--- src/rtl/jserial_alu.sv ---
// Bit-serial add/compare unit: one jadd and one jcmp cell reused per bit.
// Optional macro: JSERIAL_CMP_EN enables compare (wop=1); else add only.
// Ports: wclk/wrst_n clock and async active-low reset; wstart/wop/wci/
// wa/wb request and operands; wbusy/wdone status; wsum/wco/weq/wal results.

module jadd (
  input  logic wa,
  input  logic wb,
  input  logic wci,
  output logic wsum,
  output logic wco
);
  assign wsum = wa ^ wb ^ wci;
  assign wco  = (wa & wb) | (wci & (wa ^ wb));
endmodule

`ifdef JSERIAL_CMP_EN
module jcmp (
  input  logic wa,
  input  logic wb,
  input  logic wc,
  input  logic weqi,
  input  logic wali,
  output logic weqo,
  output logic walo
);
  // wc is a^b; the first differing bit (MSB first) decides ordering
  assign weqo = weqi & ~wc;
  assign walo = wali | (weqi & wa & ~wb);
endmodule
`endif

module jserial_alu #(
  parameter int N = 8
) (
  input  logic         wclk,
  input  logic         wrst_n,
  input  logic         wstart,
  input  logic         wop,
  input  logic         wci,
  input  logic [N-1:0] wa,
  input  logic [N-1:0] wb,
  output logic         wbusy,
  output logic         wdone,
  output logic [N-1:0] wsum,
  output logic         wco,
  output logic         weq,
  output logic         wal
);

  localparam int CW = $clog2(N);

  typedef enum logic [1:0] {
    IDLE,
    RUN,
    DONE
  } state_t;

  state_t         state_q, state_d;
  logic [CW-1:0]  cnt_q, cnt_d;
  logic [N-1:0]   a_q, a_d;
  logic [N-1:0]   b_q, b_d;
  logic [N-1:0]   res_q, res_d;
  logic           cy_q, cy_d;
  logic           busy_q, busy_d;
  logic           done_q, done_d;
  logic [N-1:0]   sum_q, sum_d;
  logic           co_q, co_d;
  logic           weq_q, weq_d;
  logic           wal_q, wal_d;

  logic           op;
  logic [CW-1:0]  idx;
  logic           abit;
  logic           bbit;
  logic           s_sum;
  logic           s_co;
  logic           last;
  logic [N-1:0]   res_nx;

`ifdef JSERIAL_CMP_EN
  logic op_q, op_d;
  logic eq_q, eq_d;
  logic al_q, al_d;
  logic c_eq;
  logic c_al;

  assign op = op_q;

  jcmp u_cmp (
    .wa   (abit),
    .wb   (bbit),
    .wc   (s_sum),
    .weqi (eq_q),
    .wali (al_q),
    .weqo (c_eq),
    .walo (c_al)
  );
`else
  logic unused_op;
  assign unused_op = wop;
  assign op = 1'b0;
`endif

  // add walks LSB first, compare walks MSB first
  assign idx  = op ? (CW'(N-1) - cnt_q) : cnt_q;
  assign abit = a_q[idx];
  assign bbit = b_q[idx];
  assign last = (cnt_q == CW'(N-1));

  // compare forces carry-in 0 so the sum bit is a^b
  jadd u_add (
    .wa   (abit),
    .wb   (bbit),
    .wci  (cy_q & ~op),
    .wsum (s_sum),
    .wco  (s_co)
  );

  assign res_nx = op ? {res_q[N-2:0], s_sum}
                     : {s_sum, res_q[N-1:1]};

  always_comb begin
    state_d = state_q;
    cnt_d   = cnt_q;
    a_d     = a_q;
    b_d     = b_q;
    res_d   = res_q;
    cy_d    = cy_q;
    busy_d  = busy_q;
    done_d  = 1'b0;
    sum_d   = sum_q;
    co_d    = co_q;
    weq_d   = weq_q;
    wal_d   = wal_q;
`ifdef JSERIAL_CMP_EN
    op_d    = op_q;
    eq_d    = eq_q;
    al_d    = al_q;
`endif
    unique case (state_q)
      IDLE: begin
        if (wstart) begin
          a_d     = wa;
          b_d     = wb;
          cy_d    = wci;
          cnt_d   = '0;
          res_d   = '0;
          busy_d  = 1'b1;
          state_d = RUN;
`ifdef JSERIAL_CMP_EN
          op_d    = wop;
          eq_d    = 1'b1;
          al_d    = 1'b0;
`endif
        end
      end
      RUN: begin
        cy_d  = s_co;
        res_d = res_nx;
        cnt_d = cnt_q + 1'b1;
`ifdef JSERIAL_CMP_EN
        eq_d  = c_eq;
        al_d  = c_al;
`endif
        if (last) begin
          state_d = DONE;
          done_d  = 1'b1;
          sum_d   = res_nx;
          co_d    = op ? 1'b0 : s_co;
`ifdef JSERIAL_CMP_EN
          weq_d   = op & c_eq;
          wal_d   = op & c_al;
`else
          weq_d   = 1'b0;
          wal_d   = 1'b0;
`endif
        end
      end
      DONE: begin
        state_d = IDLE;
        busy_d  = 1'b0;
      end
      default: begin
        state_d = IDLE;
        busy_d  = 1'b0;
      end
    endcase
  end

  always_ff @(posedge wclk or negedge wrst_n) begin
    if (!wrst_n) begin
      state_q <= IDLE;
      cnt_q   <= '0;
      a_q     <= '0;
      b_q     <= '0;
      res_q   <= '0;
      cy_q    <= 1'b0;
      busy_q  <= 1'b0;
      done_q  <= 1'b0;
      sum_q   <= '0;
      co_q    <= 1'b0;
      weq_q   <= 1'b0;
      wal_q   <= 1'b0;
`ifdef JSERIAL_CMP_EN
      op_q    <= 1'b0;
      eq_q    <= 1'b0;
      al_q    <= 1'b0;
`endif
    end else begin
      state_q <= state_d;
      cnt_q   <= cnt_d;
      a_q     <= a_d;
      b_q     <= b_d;
      res_q   <= res_d;
      cy_q    <= cy_d;
      busy_q  <= busy_d;
      done_q  <= done_d;
      sum_q   <= sum_d;
      co_q    <= co_d;
      weq_q   <= weq_d;
      wal_q   <= wal_d;
`ifdef JSERIAL_CMP_EN
      op_q    <= op_d;
      eq_q    <= eq_d;
      al_q    <= al_d;
`endif
    end
  end

  assign wbusy = busy_q;
  assign wdone = done_q;
  assign wsum  = sum_q;
  assign wco   = co_q;
  assign weq   = weq_q;
  assign wal   = wal_q;

endmodule

--- config.mk ---
export PLATFORM = sky130hd
export DESIGN_NAME = jserial_alu
export DESIGN_NICKNAME = d
export VERILOG_FILES = /design/src/rtl/jserial_alu.sv
export SDC_FILE = /design/constraint.sdc
export NUM_CORES = 1
export LEC_CHECK = 0
export CAP_MARGIN = 40
export CORE_MARGIN = 2
export CORE_UTILIZATION = 45
export CTS_CLUSTER_SIZE = 40
export DETAILED_ROUTE_END_ITERATION = 12
export GPL_TIMING_DRIVEN = 0
export PLACE_DENSITY = 0.73
export SYNTH_ARGS = -nofsm -noshare
export SYNTH_HDL_FRONTEND = slang
export SYNTH_HIERARCHICAL = 1
export SYNTH_SLANG_ARGS = --single-unit
--- constraint.sdc ---
create_clock -name wclk -period 2.1 [get_ports wclk]
set_clock_uncertainty 0.2 [all_clocks]
set_input_delay 0.42 -clock wclk [delete_from_list [all_inputs] [get_ports wclk]]
set_output_delay 0.42 -clock wclk [all_outputs]
set_load 0.03 [all_outputs]
==> flow_metrics.env <==
export IMPL_fill_cells=296
export IMPL_areaGrowthSynthToFinish_pct=30.7
export IMPL_hold_depth=1
export IMPL_reg2reg_from="cnt_q[0]"
export IMPL_antenna_found_initial=0
export IMPL_drv_slew=0
export IMPL_mostFrequentLayoutCell="dfrtp_1"
export IMPL_max_cap_violations=0
export IMPL_end_kind="flip-flop"
export IMPL_synth_area_top_cells="dfrtp_1 (59%), mux2_2 (19%), mux4_1 (6.2%), a22o_1 (4.6%), ha_1 (1.5%)"
export IMPL_synth_top_area_cell="dfrtp_1"
export IMPL_die_h_um=65.5
export IMPL_cp_arrival_ns=2.29
export IMPL_met1_length_mm=1.20
export IMPL_p_total_uw=3380
export IMPL_seqCellArea_um2=1000
export IMPL_cts_root_buf="clkbuf_8"
export IMPL_fin_nets=176
export IMPL_seq_area_frac_synth=0.588
export IMPL_post_route_drc_count=0
export IMPL_leakage_uw=0.00101
export IMPL_yosysWarnings=6
export IMPL_vias_per_cell=5.00
export IMPL_status="finished, violations left"
export IMPL_portBuffers=30
export IMPL_violations="negative setup slack"
export IMPL_final_setup_tns_ns=-0.607
export IMPL_period_share=1.10
export IMPL_ant_nets=0
export IMPL_timing_rr_end="wsum[7]"
export IMPL_grt_pass1_vias=1064
export IMPL_syn_area_per_cell_um2=16.2
export IMPL_overflow=0
export IMPL_crit_type="reg -> reg"
export IMPL_antenna_cells=0
export IMPL_wire_per_inst_um=13.5
export IMPL_initial_utilization=0.465
export IMPL_ys_seq_elements=40
export IMPL_hold_class="reg -> reg"
export IMPL_wl_mm=2.70
export IMPL_clock_path_buffers=2
export IMPL_synth_cell_types=22
export IMPL_multi_input_area_um2=651
export IMPL_design_core_area_um2=3660
export IMPL_vias=999
export IMPL_drt_iter0_markers=28
export IMPL_dp_slack_ns=-0.244
export IMPL_r2r_cells=5
export IMPL_fmax_mhz=432
export IMPL_finalCriticalPeriod_ns=2.32
export IMPL_setup_viol=4
export IMPL_clkLatencyLatePin_ns=0.28
export IMPL_grt_max_degree=26
export IMPL_p_per_area_nw_per_um2=1520
export IMPL_fp_dieW_um=65.5
export IMPL_r2r_slack_ns=-0.22
export IMPL_wl_met2_mm=1.35
export IMPL_hold_violations=0
export IMPL_cts_tree="done"
export IMPL_firstDrtPassIters=4
export IMPL_synth_cells=105
export IMPL_maxUsedRoutingLayer="met4"
export IMPL_numCtsBuffers=5
export IMPL_pin_count=34
export IMPL_gp_congestion=0.803
export IMPL_grtUsageTotal=0.151
export IMPL_ctsHtreeMaxLevel=2
export IMPL_final_setup_worst_slack_ns=-0.215
export IMPL_worstHoldStart="wbusy"
export IMPL_cts_sinks=40
export IMPL_max_vdd_ir_drop_v=0.000734
export IMPL_rows=22
export IMPL_required_ns=2.07
export IMPL_whs_endpoint="wbusy"
export IMPL_path_max_fanout=5
export IMPL_cts_reportedPaths_clkPinSlew_ns=0.07
export IMPL_rsz0062_at_grt="yes"
export IMPL_grt_pass1_wl_mm=4.82
export IMPL_syn_cell_area_um2=1700
export IMPL_wl_met3_um=126
export IMPL_dieArea_um2=4290
export IMPL_layout_common_cells="dfrtp_1 (40), clkdlybuf4s50_1 (29), mux2_2 (25)"
export IMPL_synth_top_cell_area_share=0.588
export IMPL_layout_drive_gt1_share=0.382
export IMPL_cp_start_kind="flip-flop"
==> Yosys cell counts, drive strengths merged <==
cell type,count
inv,4
dfrtp,40
mux4,4
a22oi,1
nand2,1
a21o,1
mux2i,1
fa,1
and2b,1
ha,2
nor3b,1
mux2,28
nor2,1
nor2b,1
o21ai,2
conb,1
a22o,9
buf,5
a31oi,1
==> worst max-delay path: stages, from the launching register on <==
cell	delay [ns]
dfrtp_1	0.36
buf_6	0.14
mux4_2	0.50
mux2_4	0.29
fa_2	0.45
mux2_2	0.26
==> layout make-up <==
type | instances | area share
Buffer | 5 | 0.0191
Clock buffer | 6 | 0.0326
Tap cell | 48 | 0.0270
Timing Repair Buffer | 39 | 0.170
Inverter | 4 | 0.00675
Clock inverter | 1 | 0.00225
Multi-Input combinational cell | 57 | 0.292
Sequential cell | 40 | 0.450
==> flip-flops by register name, summed over array words and instances (netlist names) <==
name	count
wbusy	1
wsum	8
cy_q	1
a_q	8
b_q	8
cnt_q	3
state_q	2
wco	1
wdone	1
res_q	7
==> per-stage QoR <==
| step | instance area, um^2 | hold slack, ns | cells | utilization |
|---|---|---|---|---|
| after floorplan | 1700 | -0.0756 | 106 | - |
| after global placement | 2060 | 0.267 | 184 | 0.563 |
| after detailed placement | 2080 | 0.151 | 185 | 0.567 |
| after CTS | 2180 | 0.308 | 195 | 0.596 |
| after global routing | 2220 | 0.321 | 200 | 0.608 |
| final | 2220 | 0.294 | 200 | 0.608 |
==> cells by family (layout without fill, tap and decap cells) <==
family                   after synthesis  count (layout)  share of synthesized area
multiplexers                          33              33                      0.253
AO/OA/AOI/OAI                         14              14                     0.0669
AND/OR/NAND/NOR                        5               5                     0.0294
adder cells (fa/ha/maj)                3               3                     0.0265
buffers and inverters                  9              55                     0.0338
flip-flops                            40              40                      0.588
other                                  1               2                    0.00220
==> worst max path at each step <==
stage / startpoint / endpoint / depth (start not counted)
after floorplan: cnt_q[0] / wsum[7] / 5
after global placement: wrst_n / a_q[3] / 1
after detailed placement: wstart / b_q[6] / 4
after CTS: cnt_q[0] / wsum[7] / 5
after global routing: cnt_q[0] / wsum[7] / 5
final: cnt_q[0] / wsum[7] / 5
==> where the power goes <==
group	total [uW]	internal (uW)	switching [uW]
Clock	457	225	232
Sequential	1380	1140	244
Combinational	1550	934	611
Total	3380	2300	1090
==> layer usage <==
layer	GRT usage	vias up
li1	-	469
met1	0.187	496
met2	0.256	30
met3	0.0360	4
met4	0.0547	0
met5	0	-
==> repair_timing <==
item / 4_1_cts / 5_1_grt
gates resized for setup: 1 / 1
hold buffers: 1 / 0
buffers inserted: 2 / 5
pin swaps: 2 / 2
gates cloned: 0 / 0
endpoints found under the setup margin: 4 / 8
hold endpoints to repair: 15 / 0
Power figures use the tool's default switching activity.
